### src/rtl/mem_port_arbiter.sv
// Arbiter for a single-ported unified memory shared by instruction fetch and
// the load/store stage. Data side has priority, and a starvation guard forces fetch.
module mem_port_arbiter #(
  parameter int unsigned ADDR_W     = 32,
  parameter int unsigned DATA_W     = 32,
  parameter int unsigned MEM_LAT    = 2,
  parameter int unsigned STARVE_MAX = 4
) (
  input  logic              clk,
  input  logic              rst,
  input  logic              if_req,
  input  logic [ADDR_W-1:0] if_addr,
  output logic [DATA_W-1:0] if_rdata,
  output logic              if_ack,
  input  logic              dm_req,
  input  logic              dm_we,
  input  logic [ADDR_W-1:0] dm_addr,
  input  logic [DATA_W-1:0] dm_wdata,
  output logic [DATA_W-1:0] dm_rdata,
  output logic              dm_ack,
  output logic              mem_en,
  output logic              mem_we,
  output logic [ADDR_W-1:0] mem_addr,
  output logic [DATA_W-1:0] mem_wdata,
  input  logic [DATA_W-1:0] mem_rdata,
  output logic              busy
);

  typedef enum logic [1:0] {IDLE, ISSUE, WAIT, DONE} state_e;

  localparam logic [3:0] LAT_LOAD   = 4'(MEM_LAT - 1);
  localparam logic [3:0] STARVE_LIM = 4'(STARVE_MAX);

  state_e            state_q, state_d;
  logic [3:0]        starve_q, starve_d;
  logic [3:0]        lat_q, lat_d;
  logic              owner_dm_q, owner_dm_d;
  logic              we_q, we_d;
  logic [ADDR_W-1:0] mem_addr_q, mem_addr_d;
  logic [DATA_W-1:0] mem_wdata_q, mem_wdata_d;
  logic              mem_en_q, mem_en_d;
  logic              mem_we_q, mem_we_d;
  logic [DATA_W-1:0] if_rdata_q, if_rdata_d;
  logic [DATA_W-1:0] dm_rdata_q, dm_rdata_d;
  logic              if_ack_q, if_ack_d;
  logic              dm_ack_q, dm_ack_d;
  logic              busy_q, busy_d;
  logic              grant_dm, grant_if;

  always_ff @(posedge clk) begin
    if (!rst) begin
      state_q     <= IDLE;
      starve_q    <= '0;
      lat_q       <= '0;
      owner_dm_q  <= 1'b0;
      we_q        <= 1'b0;
      mem_addr_q  <= '0;
      mem_wdata_q <= '0;
      mem_en_q    <= 1'b0;
      mem_we_q    <= 1'b0;
      if_rdata_q  <= '0;
      dm_rdata_q  <= '0;
      if_ack_q    <= 1'b0;
      dm_ack_q    <= 1'b0;
      busy_q      <= 1'b0;
    end else begin
      state_q     <= state_d;
      starve_q    <= starve_d;
      lat_q       <= lat_d;
      owner_dm_q  <= owner_dm_d;
      we_q        <= we_d;
      mem_addr_q  <= mem_addr_d;
      mem_wdata_q <= mem_wdata_d;
      mem_en_q    <= mem_en_d;
      mem_we_q    <= mem_we_d;
      if_rdata_q  <= if_rdata_d;
      dm_rdata_q  <= dm_rdata_d;
      if_ack_q    <= if_ack_d;
      dm_ack_q    <= dm_ack_d;
      busy_q      <= busy_d;
    end
  end

  always_comb begin
    state_d     = state_q;
    starve_d    = starve_q;
    lat_d       = lat_q;
    owner_dm_d  = owner_dm_q;
    we_d        = we_q;
    mem_addr_d  = mem_addr_q;
    mem_wdata_d = mem_wdata_q;
    mem_en_d    = 1'b0;
    mem_we_d    = 1'b0;
    if_rdata_d  = if_rdata_q;
    dm_rdata_d  = dm_rdata_q;
    if_ack_d    = 1'b0;
    dm_ack_d    = 1'b0;
    grant_dm    = 1'b0;
    grant_if    = 1'b0;

    unique case (state_q)
      IDLE: begin
        grant_dm = dm_req && !(if_req && (starve_q == STARVE_LIM));
        grant_if = if_req && !grant_dm;
        if (grant_dm && if_req) begin
          starve_d = (starve_q == STARVE_LIM) ? starve_q : starve_q + 4'd1;
        end else begin
          starve_d = '0;
        end
        if (grant_dm) begin
          owner_dm_d  = 1'b1;
          we_d        = dm_we;
          mem_addr_d  = dm_addr;
          mem_wdata_d = dm_wdata;
          mem_en_d    = 1'b1;
          mem_we_d    = dm_we;
          state_d     = ISSUE;
        end else if (grant_if) begin
          owner_dm_d  = 1'b0;
          we_d        = 1'b0;
          mem_addr_d  = if_addr;
          mem_wdata_d = '0;
          mem_en_d    = 1'b1;
          state_d     = ISSUE;
        end
      end
      // MEM_LAT=1 also passes through WAIT with lat_cnt already 0, which
      // places the capture in the cycle right after ISSUE.
      ISSUE: begin
        lat_d   = LAT_LOAD;
        state_d = WAIT;
      end
      WAIT: begin
        if (lat_q == '0) begin
          if (!we_q) begin
            if (owner_dm_q) dm_rdata_d = mem_rdata;
            else            if_rdata_d = mem_rdata;
          end
          dm_ack_d = owner_dm_q;
          if_ack_d = !owner_dm_q;
          state_d  = DONE;
        end else begin
          lat_d = lat_q - 4'd1;
        end
      end
      DONE: state_d = IDLE;
      default: state_d = IDLE;
    endcase

    busy_d = (state_d != IDLE);
  end

  assign if_rdata  = if_rdata_q;
  assign if_ack    = if_ack_q;
  assign dm_rdata  = dm_rdata_q;
  assign dm_ack    = dm_ack_q;
  assign mem_en    = mem_en_q;
  assign mem_we    = mem_we_q;
  assign mem_addr  = mem_addr_q;
  assign mem_wdata = mem_wdata_q;
  assign busy      = busy_q;

endmodule
### config.mk
export PLATFORM = sky130hd
export DESIGN_NAME = mem_port_arbiter
export DESIGN_NICKNAME = d
export VERILOG_FILES = /design/src/rtl/mem_port_arbiter.sv
export SDC_FILE = /design/constraint.sdc
export NUM_CORES = 1
export LEC_CHECK = 0
export ABC_AREA = 0
export BUFFER_PORTS_ARGS = -buffer_cell sky130_fd_sc_hd__buf_2
export CAP_MARGIN = 10
export CORE_MARGIN = 10
export CORE_UTILIZATION = 50
export DETAILED_ROUTE_END_ITERATION = 16
export GPL_TIMING_DRIVEN = 0
export PLACE_DENSITY = 0.87
export SLEW_MARGIN = 20
export SYNTH_ARGS = -nofsm -noshare
export SYNTH_HDL_FRONTEND = slang
export SYNTH_SLANG_ARGS = --single-unit
### constraint.sdc
create_clock -name clk -period 2.43 [get_ports clk]
set_input_delay 0.486 -clock clk [delete_from_list [all_inputs] [get_ports clk]]
set_output_delay 0.486 -clock clk [all_outputs]
set_load 0.005 [all_outputs]
# Word-level counts from Yosys, hierarchy flattened
# Cells that the tools add are included.
# W data, S select, Z words.
[word_totals] input_bits=133 reg_bits=145
[classes] n_reduce_logical=20 eq_ne=6 n_mux=17 bitwise=2 addsub=2
[op_table] op="$mux W32" count=4
[op_table] op="$mux W4" count=3
[op_table] op="$pmux W2 S4" count=1
[op_table] op="$pmux W4 S2" count=1
[op_table] op="$reduce_and A2 Y1" count=4
[op_table] op="$reduce_and A4 Y1" count=2
[op_table] op="$mux W2" count=3
[op_table] op="$reduce_and A3 Y1" count=2
[op_table] op="$reduce_bool A2 Y1" count=3
[op_table] op="$mux W1" count=5
[op_table] op="$add A4 B1 Y4 const B" count=1
[op_table] op="$eq A2 B2 Y1 const B" count=2
[op_table] op="$eq A4 B3 Y1 const B" count=1
[op_table] op="$logic_and A1 B1 Y1" count=4
[op_table] op="$logic_not A4 Y1" count=1
[op_table] op="$ne A2 B2 Y1 const B" count=2
[op_table] op="$sub A4 B1 Y4 const B" count=1
[op_table] op="$logic_not A1 Y1" count=3
[op_table] op="$eq A2 B1 Y1 const B" count=1
[op_table] op="$logic_not A2 Y1" count=1
[op_table] op="$not A1 Y1" count=2

# Depth between registers and ports, before layout
# Gate-level depths: netlist of run 1.
[depth] ltp_word=10 ltp_mapped=8 ltp_nobuf=5

# Worst setup path after synthesis of run 1
# Ideal clock, no wire load.
[synth_timing] path_kind="register to register" startpoint="register state_q[0]" endpoint="register dm_rdata_q[10], in the netlist dm_rdata[10]" t_arrival_ps=1544 setup_time_ps=72 synth_period_minus_slack_ps=1616 path_slack_ps=814 path_stages_with_launch=9 n_path_buf=3 cell_sequence="dfxtp_1 -> inv_1 -> ha_1 -> buf_2 -> and4bb_4 -> nand3b_1 -> buf_2 -> buf_6 -> mux2i_1"
[synth_via] elab_chain_len=2
[synth_lines] item="start, declared" line_no="34" source="state_e state_q, state_d;"
[synth_lines] item="start signal, assigned" line_no="67" source="state_q <= state_d;"
[synth_lines] item="$eq A2 B2 Y1" line_no="101" source="unique case (state_q)"
[synth_lines] item="$reduce_and A4 Y1 (no source line)"
[synth_lines] item="end signal, assigned" line_no="77" source="dm_rdata_q <= dm_rdata_d;"
[synth_lines] item="end, declared" line_no="44" source="logic [DATA_W-1:0] dm_rdata_q, dm_rdata_d;"
# Every way passes these cells.
# A chain may end at the register's enable or synchronous reset.

# Worst setup path in the final report of run 1
[layout_timing] startpoint="register state_q[0]" endpoint="register if_rdata_q[10], in the netlist if_rdata[10]"
[layout_via] elab_chain_len=2
[layout_lines] item="$eq A2 B2 Y1" line_no="101"
[layout_lines] item="$reduce_and A4 Y1 (no source line)"
[layout_lines] item="end signal, assigned" line_no="76" source="if_rdata_q <= if_rdata_d;"
[layout_lines] item="end, declared" line_no="43" source="logic [DATA_W-1:0] if_rdata_q, if_rdata_d;"
# Every way passes these cells.

==> results of run 1 <==
-- sequential cells by signal, indices dropped and copies added, names as in the netlist --
register / flops
state_q: 2
mem_en: 1
mem_wdata: 32
mem_we: 1
starve_q: 4
busy: 1
lat_q: 4
we_q: 1
dm_rdata: 32
if_ack: 1
dm_ack: 1
if_rdata: 32
mem_addr: 32
owner_dm_q: 1
-- power groups by stage --
stage | sequential (mW) | combinational, mW | clock [mW]
after floorplan | 3.20 | 1.22 | 0
after global placement | 3.14 | 2.15 | 0
after detailed placement | 3.16 | 2.18 | 0
after CTS | 3.13 | 2.20 | 2.61
after global routing | 3.18 | 2.44 | 2.72
final | 3.13 | 2.18 | 2.57
-- worst max-delay path, delay by kind of cell (launching register included) --
kind	cells	cell delay (ns)
adder cells (fa/ha/maj)	1	0.21
buffers and inverters	3	0.54
flip-flops	1	0.38
multiplexers	1	0.24
AND/OR/NAND/NOR	2	0.46
-- cells by family after synthesis --
family,Yosys count,share of synthesized area
buffers and inverters,62,0.0545
AO/OA/AOI/OAI,179,0.193
flip-flops,145,0.512
AND/OR/NAND/NOR,137,0.110
adder cells (fa/ha/maj),8,0.0176
multiplexers,64,0.113
-- final cells by class --
class	count	area, um2	share of cell area
inverters	10	37.5	0.00484
clock buffers	23	488	0.0629
repair buffers	264	1320	0.170
plain buffers	52	272	0.0350
multi-input cells	388	2460	0.317
clock inverters	9	104	0.0134
flip-flops and latches	145	2900	0.374
well taps	140	175	0.0226
-- cell usage in the layout (no fill, tap or decap), types with 3 or more instances in the layout --
master | Yosys | routed
buf_2 | 10 | 274
a21oi_1 | 33 | 33
buf_6 | 7 | 7
o21ai_0 | 67 | 67
nor3b_1 | 3 | 3
clkbuf_16 | 0 | 17
inv_1 | 10 | 10
o31a_1 | 3 | 3
clkinv_2 | 0 | 4
dfxtp_1 | 145 | 145
a22o_1 | 33 | 33
buf_4 | 3 | 3
clkbuf_1 | 32 | 34
ha_1 | 8 | 8
mux2i_1 | 64 | 64
nor2_1 | 5 | 5
nor3_1 | 4 | 4
o21a_1 | 3 | 3
nand4b_1 | 4 | 4
and2_1 | 4 | 4
clkbuf_8 | 0 | 4
nand2_1 | 104 | 104
a31oi_1 | 32 | 32
-- routing by layer --
layer | wire length [um] | track usage
met5 | 0 | 0
met4 | 447 | 0.0904
met3 | 1750 | 0.0933
met2 | 8730 | 0.360
met1 | 7050 | 0.237
-- stage by stage --
stage | utilization | setup slack [ns]
2_1_floorplan | - | 0.814
3_3_place_gp | 0.653 | 0.583
3_5_place_dp | 0.653 | 0.577
4_1_cts | 0.707 | 0.532
5_1_grt | 0.707 | 0.404
6_report | 0.707 | 0.515
-- worst max path at each step --
stage,to,cells past startpoint,slack (ns)
2_1_floorplan,dm_rdata[10],8,0.81
3_3_place_gp,mem_addr[0],5,0.58
3_5_place_dp,if_rdata[9],7,0.58
4_1_cts,if_rdata[10],7,0.53
5_1_grt,dm_rdata[15],8,0.40
6_report,if_rdata[10],7,0.52
==> summary.md, run 1 <==
| Metric | Value |
|---|---|
| Status | `finished, final reports clean` |
| Ports | `266` |
| Seq/Total Area, Yosys | `0.512` |
| Overall routing resource usage | `0.216` |
| Minimum hold slack | `0.276 ns` |
| Worst Max-Slew Pin Slew | `0.538 ns` |
| Cell Rows | `38` |
| Remaining DRCs | `0` |
| ANT cells | `0` |
| Design area | `7760 um2` |
| Commonest cells in the synthesized netlist | `dfxtp_1, nand2_1, o21ai_0, mux2i_1` |
| Data required, critical path | `2.76 ns` |
| Htree depth | `4` |
| Worst R2R End | `if_rdata[10]` |
| First-pass GRT wire length | `28600 um` |
| Post-synth net total | `736` |
| Critical Path, Cell by Cell | `inv_1, ha_1, buf_2, and4bb_4, nand2_1, buf_4, mux2i_1` |
| WS Path Type | `reg -> reg` |
| Gpl congestion | `0.813` |
| Post-Layout Cell Count | `1031` |
| Die width | `127 um` |
| Synthesized flop and latch total | `145` |
| # resized after CTS | `0` |
| CP arrival | `2.25 ns` |
| Critical R2R Launch | `state_q[0]` |
| Core Region | `11000 um2` |
| Max Clock Freq | `0.522 GHz` |
| Worst setup EP type | `register` |
| DRT iter0 DRCs | `302` |
| Critical path startpoint category | `register` |
| Mapped Area | `5670 um2` |
| WL/cell | `17.4 um` |
| Relative slew slack | `0.642` |
| ANT nets after route | `0` |
| Num CTS Buffers | `17` |
| Post-Syn Area per Cell | `9.54 um2` |
| Hold path depth | `2` |
| Via Count | `5455` |
| Worst Path Max Fanout | `10` |
| Internal | `5.48 mW` |
| Antenna violations before repair | `0` |
| R2R cell count | `7` |
| Psw | `2.40 mW` |
| Maximum vdd drop | `608 uV` |
| DP HPWL | `13900 um` |
| Layout area overhead | `36.8%` |
| Slowest stage delay, CP | `0.38 ns` |
| Setup bufs post-CTS | `0` |
| Skew-Pair Late Insertion Delay | `0.41 ns` |
| Hold Fails Final Rpt | `0` |
| Source of the critical timing path | `state_q[0]` |
| Hold Crit Class | `in -> reg` |
| Fraction of layout instances using a drive strength above 1 | `0.356` |
| Async SR Flop Fraction | `0` |
| CTS tree | `done` |
| Hold_sp | `dm_wdata[31]` |
| Area after DPL | `7170 um2` |
| Static Leak | `4.05 nW` |
| Sw Share | `0.305` |
| Placed Cells | `999` |
| Sequential Power Share | `0.397` |
| Syn Inst Count | `595` |
| Die area | `16000 um2` |
| Setup violations, final | `0` |
| Vias per std cell | `5.29` |
| Fin nets | `1019` |
| Skew final | `0.00603 ns` |
| Pins Over Slew Limit | `0` |
| Ys Warns | `0` |
| Clk pwr share | `0.326` |
| CTS sink count | `145` |
| Starting density of the core | `0.517` |
| PwrDens | `1020 nW/um2` |
| Number of synthesized flops with an enable pin | `0` |
| Reg-to-reg slack, setup | `0.52 ns` |
| Buffers added on ports | `264` |
| CTS Hold Bufs | `0` |
| Post-synth top flop | `dfxtp_1` |
| Final period util | `0.788` |
| Largest net degree at the start of global routing | `17` |
| Synth area leader | `dfxtp_1` |
| Die Ht | `127 um` |
| Fill count | `867` |
| Distinct cell type count after synthesis | `39` |
| Slowest-stage cell, CP | `dfxtp_1` |
| Clock transition at path regs | `0.06 ns` |
| Max-Cap Viols | `0` |
| Most frequent cell after synthesis | `dfxtp_1` |
| Post-route minimum period | `1.91 ns` |
| Root Driver | `clkbuf_16` |
| Drt pass-1 iters | `6` |
| Vias in the first global route | `5761` |
| Hold EP | `mem_wdata[31]` |
| Logic gate share of total power | `0.277` |
| Post-Route Setup TNS | `0 ns` |
| Clock Path Buffers | `2` |
| Synth top area cells | `dfxtp_1, mux2i_1, nand2_1, o21ai_0, a22o_1` |
| Unrepaired setup endpoints after global routing | `false` |
| Synth top area share | `0.512` |
| Total power | `7.88 mW` |
| Routed wire length | `18000 um` |
| GRT Residual Overflow | `0` |
Note: power is estimated with default switching activity, not from simulation.
==> run 2, diff against run 1 <==
CORE_UTILIZATION = 42   (was 50)
PLACE_DENSITY = 0.78   (was 0.87)
clock period = 1.68 ns   (was 2.43 ns; I/O delays follow)
==> run 2 against run 1 <==
Effect of this change:
- combinational power is 54% higher
- first-iteration DRC count is 6.0% lower
- largest power group unchanged
- cell area is 3.5% higher
==> summary.md, run 2 (synthesized netlist as in run 1, its figures left out) <==
| Metric | Value |
|---|---|
| Die Ht | `136 um (was 127 um)` |
| Starting density of the core | `0.428 (was 0.517)` |
| Buffers added on ports | `264 (unchanged)` |
| WS Path Type | `reg -> reg (unchanged)` |
| Via Count | `5536 (was 5455)` |
| Pins Over Slew Limit | `0 (unchanged)` |
| Commonest non-fill, non-tap cell in the layout | `buf_2 (unchanged)` |
| CTS tree | `done (unchanged)` |
| ANT cells | `0 (unchanged)` |
| Post-route minimum period | `1.62 ns (was 1.91 ns)` |
| Most frequent cells in the layout | `buf_2, dfxtp_1, nand2_1 (unchanged)` |
| Skew final | `0.00807 ns (was 0.00603 ns)` |
| Worst path bufs/invs | `3 (unchanged)` |
| Setup violations, final | `0 (unchanged)` |
| Total stage count of the critical path | `7 (unchanged)` |
| ANT nets after route | `0 (unchanged)` |
| Max-Cap Viols | `0 (unchanged)` |
| Maximum vdd drop | `675 uV (was 608 uV)` |
| Placed Cells | `1035 (was 999)` |
| Vias in the first global route | `5605 (was 5761)` |
| DRT iter0 DRCs | `284 (was 302)` |
| Drt pass-1 iters | `4 (was 6)` |
| Final core utilization | `0.607 (was 0.707)` |
| R2R cell count | `7 (unchanged)` |
| PwrDens | `1460 nW/um2 (was 1020 nW/um2)` |
| CP arrival | `1.92 ns (was 2.25 ns)` |
| Fin nets | `1026 (was 1019)` |
| Hold Crit Class | `in -> reg (unchanged)` |
| Fraction of layout instances using a drive strength above 1 | `0.382 (was 0.356)` |
| CP endpoint | `mem_wdata[28] (was if_rdata[10])` |
| Status | `finished, final reports clean (unchanged)` |
| Hold path depth | `2 (unchanged)` |
| Ports | `266 (unchanged)` |
| Source of the critical timing path | `state_q[0] (unchanged)` |
| Hold Fails Final Rpt | `0 (unchanged)` |
| Overall routing resource usage | `0.190 (was 0.216)` |
| Cell Rows | `42 (was 38)` |
| Reg-to-reg slack, setup | `0.06 ns (was 0.52 ns)` |
| Largest net degree at the start of global routing | `17 (unchanged)` |
| Antenna violations before repair | `1 (was 0)` |
| Num CTS Buffers | `17 (unchanged)` |
| Vias per std cell | `5.16 (was 5.29)` |
| Worst Path Max Fanout | `10 (unchanged)` |
| Data required, critical path | `1.98 ns (was 2.76 ns)` |
| Slowest-stage cell, CP | `dfxtp_2 (was dfxtp_1)` |
| Static Leak | `4.16 nW (was 4.05 nW)` |
| CTS Hold Bufs | `0 (unchanged)` |
| Routed wire length | `18500 um (was 18000 um)` |
| First-pass GRT wire length | `28300 um (was 28600 um)` |
| Post-Route Setup TNS | `0 ns (unchanged)` |
| Layout area overhead | `41.6% (was 36.8%)` |
| Final period util | `0.964 (was 0.788)` |
| Clock Path Buffers | `2 (unchanged)` |
| Worst R2R End | `mem_wdata[28] (was if_rdata[10])` |
| Delay-heaviest family, CP | `buffers and inverters (unchanged)` |
| Worst Max-Slew Pin Slew | `0.551 ns (was 0.538 ns)` |
| Die area | `18600 um2 (was 16000 um2)` |
| WL/cell | `17.2 um (was 17.4 um)` |
| Max Clock Freq | `0.618 GHz (was 0.522 GHz)` |
| Gpl congestion | `0.829 (was 0.813)` |
| Remaining DRCs | `0 (unchanged)` |
| Critical path startpoint category | `register (unchanged)` |
| DP HPWL | `14000 um (was 13900 um)` |
| Post-Layout Cell Count | `1073 (was 1031)` |
| GRT Residual Overflow | `0 (unchanged)` |
| Worst setup EP type | `register (unchanged)` |
| Root Driver | `clkbuf_16 (unchanged)` |
| Slowest stage delay, CP | `0.34 ns (was 0.38 ns)` |
| Minimum hold slack | `0.132 ns (was 0.276 ns)` |
| Critical Path, Cell by Cell | `inv_2, ha_4, o21ai_2, and2_1, buf_2, buf_2, a22o_1 (was inv_1, ha_1, buf_2, and4bb_4, nand2_1, buf_4, mux2i_1)` |
| Skew-Pair Late Insertion Delay | `0.41 ns (about the same)` |
| Die width | `136 um (was 127 um)` |
| Critical R2R Launch | `state_q[0] (unchanged)` |
| Area after DPL | `7220 um2 (was 7170 um2)` |
| Core Region | `13200 um2 (was 11000 um2)` |
| Design area | `8030 um2 (was 7760 um2)` |
| Relative slew slack | `0.633 (was 0.642)` |
| Clock transition at path regs | `0.06 ns (about the same)` |
| CP most frequent cell | `buf_2` |
| CTS sink count | `145 (unchanged)` |
| Htree depth | `4 (unchanged)` |
run 2: changes by cell type in the layout (fill, tap and decap cells not counted), sizes merged:
cell,change
buf,+7
bufinv,+1
clkbuf,-1
inv,-1
run 2: cell type report:
| type | instances | area, um2 |
|---|---|---|
| inverters | 10 | 37.5 |
| fillers | 1178 | 5210 |
| clock buffers | 22 | 464 |
| repair buffers | 273 | 1440 |
| well taps | 176 | 220 |
| clock inverters | 9 | 133 |
| flip-flops and latches | 145 | 2910 |
| multi-input cells | 388 | 2510 |
| plain buffers | 50 | 320 |
run 2: how the worst min path moves through the flow:
stage                            start             to  slack [ns]
after global routing      dm_wdata[14]  mem_wdata[14]        0.12
final                     dm_wdata[12]  mem_wdata[12]        0.13
after global placement    if_rdata[15]   if_rdata[15]        0.44
after floorplan             owner_dm_q         if_ack        0.43
after detailed placement  if_rdata[15]   if_rdata[15]        0.45
after CTS                 dm_wdata[10]  mem_wdata[10]        0.11
run 2: power breakdown:
part | internal (mW) | total (mW) | switching, mW
registers | 4.17 | 4.53 | 0.361
clock network | 2.41 | 3.82 | 1.41
logic | 1.57 | 3.35 | 1.78
total | 8.15 | 11.7 | 3.55
run 2: metrics by stage:
step                      setup slack [ns]  total power [mW]
after floorplan                     0.0644              6.38
after global placement              -0.148              7.70
after detailed placement            -0.155              7.74
after CTS                        0.0000737              11.7
after global routing               -0.0171              12.4
final                               0.0612              11.7
run 2: routing by layer:
layer / vias to the layer above / global-route usage / share of wire
met5: - / 0 / 0.00038
met4: 2 / 0.0574 / 0.0098
met3: 22 / 0.0841 / 0.10
met2: 237 / 0.313 / 0.49
met1: 2585 / 0.217 / 0.40
li1: 2690 / - / -
run 2: repair_timing:
action	in CTS	in global routing
buffers inserted	4	1
gates resized for setup	16	45
cloned	0	4
setup endpoints to repair	104	128
pin swaps	2	1
run 2: worst register-to-register path, cell delays in order, from the launching register on:
cell     delay (ns)
dfxtp_2        0.34
inv_2          0.12
ha_4           0.17
o21ai_2        0.10
and2_1         0.18
buf_2          0.16
buf_2          0.19
a22o_1         0.25
==> run 3, diff against run 2 <==
CORE_UTILIZATION = 43   (was 42)
CTS_BUF_LIST = sky130_fd_sc_hd__clkbuf_8   (was default)
PLACE_DENSITY = 0.8   (was 0.78)
==> run 3 against run 2 <==
Effect of this change:
- via count down 0.85%
- critical path depth up 1
- highest routed layer is now met4
- first-iteration DRC count shrank 13%
- worst hold slack got worse by 0.039 ns
- fmax is 3.6% lower
- largest cell class unchanged
- clock power shrank 25%
- combinational power about the same
==> summary.md, run 3 (synthesized netlist as in run 1, its figures left out) <==
| Metric | Value |
|---|---|
| Clock Path Buffers | `2 (unchanged)` |
| Hold Crit Class | `in -> reg (unchanged)` |
| Maximum vdd drop | `698 uV (was 675 uV)` |
| ANT nets after route | `0 (unchanged)` |
| Max Clock Freq | `0.596 GHz (was 0.618 GHz)` |
| Buffers added on ports | `264 (unchanged)` |
| Die area | `18200 um2 (was 18600 um2)` |
| Reg-to-reg slack, setup | `0.001 ns (was 0.06 ns)` |
| Hold Fails Final Rpt | `0 (unchanged)` |
| Vias per std cell | `5.11 (was 5.16)` |
| GRT Residual Overflow | `0 (unchanged)` |
| Num CTS Buffers | `17 (unchanged)` |
| Worst R2R End | `dm_rdata[15] (was mem_wdata[28])` |
| Sequential Power Share | `0.422 (was 0.387)` |
| Commonest non-fill, non-tap cell in the layout | `buf_2 (unchanged)` |
| Critical Path, Cell by Cell | `inv_1, ha_1, and4bb_4, nand3b_1, buf_6, buf_4, buf_12, mux2i_1 (was inv_2, ha_4, o21ai_2, and2_1, buf_2, buf_2, a22o_1)` |
| Die width | `135 um (was 136 um)` |
| Largest net degree at the start of global routing | `17 (unchanged)` |
| Status | `finished, final reports clean (unchanged)` |
| Fin nets | `1030 (was 1026)` |
| Hold path depth | `2 (unchanged)` |
| DP HPWL | `13900 um (was 14000 um)` |
| Met2 WL | `8720 um (was 9020 um)` |
| Fill count | `1096 (was 1178)` |
| WS Path Type | `reg -> reg (unchanged)` |
| Core Region | `12800 um2 (was 13200 um2)` |
| Antenna violations before repair | `0 (was 1)` |
| PwrDens | `1370 nW/um2 (was 1460 nW/um2)` |
| Total power | `10.7 mW (was 11.7 mW)` |
| Worst Path Max Fanout | `5 (was 10)` |
| Relative slew slack | `0.650 (was 0.633)` |
| CTS Hold Bufs | `0 (unchanged)` |
| Setup violations, final | `0 (unchanged)` |
| Starting density of the core | `0.444 (was 0.428)` |
| Critical R2R Launch | `lat_q[0] (was state_q[0])` |
| Routed wire length | `18200 um (was 18500 um)` |
| Hold EP | `mem_wdata[24] (was mem_wdata[12])` |
| Logic gate share of total power | `0.312 (was 0.286)` |
| Clk pwr share | `0.266 (was 0.326)` |
| Most frequent cells in the layout | `buf_2, dfxtp_1, nand2_1 (unchanged)` |
| Htree depth | `4 (unchanged)` |
| Drt pass-1 iters | `5 (was 4)` |
| WL/cell | `17.0 um (was 17.2 um)` |
| CTS tree | `done (unchanged)` |
| Hold_sp | `dm_wdata[24] (was dm_wdata[12])` |
| Cell Rows | `41 (was 42)` |
| Static Leak | `4.10 nW (was 4.16 nW)` |
| M1 wire length | `7350 um (was 7340 um)` |
| Max-Cap Viols | `0 (unchanged)` |
| CTS sink count | `145 (unchanged)` |
| Slowest stage delay, CP | `0.34 ns (about the same)` |
| Fraction of layout instances using a drive strength above 1 | `0.386 (was 0.382)` |
| ANT cells | `0 (unchanged)` |
| Clock transition at path regs | `0.08 ns (was 0.06 ns)` |
| Met3 WL | `1900 um (was 1910 um)` |
| Final core utilization | `0.615 (was 0.607)` |
| Uppermost layer routed | `met4 (was met5)` |
| DRT iter0 DRCs | `248 (was 284)` |
| Skew-Pair Late Insertion Delay | `0.45 ns (was 0.41 ns)` |
| R2R cell count | `8 (was 7)` |
| Worst setup EP type | `register (unchanged)` |
| Internal | `7.25 mW (was 8.15 mW)` |
| Final period util | `0.999 (was 0.964)` |
| Worst Max-Slew Pin Slew | `0.525 ns (was 0.551 ns)` |
| Remaining DRCs | `0 (unchanged)` |
| Pins Over Slew Limit | `0 (unchanged)` |
| Sw Share | `0.324 (was 0.304)` |
| Layout area overhead | `38.4% (was 41.6%)` |
| Unrepaired setup endpoints after global routing | `true` |
| Psw | `3.48 mW (was 3.55 mW)` |
| Skew final | `0.00909 ns (was 0.00807 ns)` |
| CP arrival | `2.01 ns (was 1.92 ns)` |
| Post-route minimum period | `1.68 ns (was 1.62 ns)` |
| Root Driver | `clkbuf_8 (was clkbuf_16)` |
| Slowest-stage cell, CP | `dfxtp_2 (unchanged)` |
| Ports | `266 (unchanged)` |
| Overall routing resource usage | `0.194 (was 0.190)` |
| Vias in the first global route | `5617 (was 5605)` |
| Via Count | `5489 (was 5536)` |
| Data required, critical path | `2.01 ns (was 1.98 ns)` |
| Critical path startpoint category | `register (unchanged)` |
| Gpl congestion | `0.822 (was 0.829)` |
| Minimum hold slack | `0.0929 ns (was 0.132 ns)` |
| First-pass GRT wire length | `28400 um (was 28300 um)` |
| Die Ht | `135 um (was 136 um)` |
run 3: cell count changes in the layout (fill, tap and decap cells not counted), moves of 2 or more:
| cell | delta |
|---|---|
| clkbuf_16 | -20 |
| buf_2 | -2 |
| ha_4 | -2 |
| clkbuf_2 | +2 |
| buf_4 | +5 |
| clkbuf_8 | +16 |
| clkbuf_1 | -4 |
| ha_1 | +2 |
| o21ai_0 | +3 |
| o21ai_1 | -4 |
| inv_1 | +4 |
run 3: worst max-delay path: cells and delay by family, from the launching register on:
kind | cells | cell delay (ns)
muxes | 1 | 0.12
adders and majority gates | 1 | 0.21
DFF | 1 | 0.34
buffers and inverters | 4 | 0.52
and+or+nand+nor | 2 | 0.37
run 3: layout make-up:
type	count	area, um2	area share
Multi-Input combinational cell	388	2490	0.317
Tap cell	172	215	0.0274
Buffer	52	339	0.0432
Clock buffer	18	248	0.0316
Inverter	10	37.5	0.00478
Timing Repair Buffer	275	1450	0.185
Sequential cell	145	2910	0.370
Clock inverter	14	166	0.0212
run 3: what timing repair did:
action | CTS | global route
resized for setup | 25 | 35
pin swaps | 2 | 0
buffers inserted | 6 | 4
gates cloned | 1 | 0
endpoints found under the hold margin | 0 | 0
endpoints found under the setup margin | 111 | 71
run 3: worst max-delay path by stage:
stage	endpoint	cells past startpoint	slack (ns)	from
after detailed placement	if_rdata[7]	7	-0.16	state_q[0]
after global routing	dm_rdata[15]	9	-0.10	state_q[0]
after CTS	mem_addr[15]	6	0.002	starve_q[0]
after floorplan	dm_rdata[10]	8	0.06	state_q[0]
after global placement	if_rdata[4]	7	-0.13	state_q[0]
final	dm_rdata[15]	8	0.001	lat_q[0]
run 3: layer usage:
layer,vias up,track usage
met2,216,0.325
met4,0,0.0713
met1,2552,0.209
met5,-,0
met3,20,0.0909
li1,2701,-
run 3: power groups by stage:
stage,clock network [mW],logic (mW),registers [mW]
global route,3.07,3.74,4.60
finish,2.86,3.35,4.53
global placement,0,3.13,4.55
detailed placement,0,3.16,4.58
CTS,2.94,3.35,4.52
floorplan,0,1.76,4.63
run 3: stage by stage:
step                      worst slack (ns)  setup TNS [ns]  cell area (um2)  instances
final                              0.00145               0             7850       1074
after global routing                -0.102           -2.53             7850       1074
after global placement              -0.127           -9.81             7210       1031
after CTS                          0.00152               0             7780       1070
after detailed placement            -0.158          -11.00             7210       1031
after floorplan                     0.0644               0             5670        595
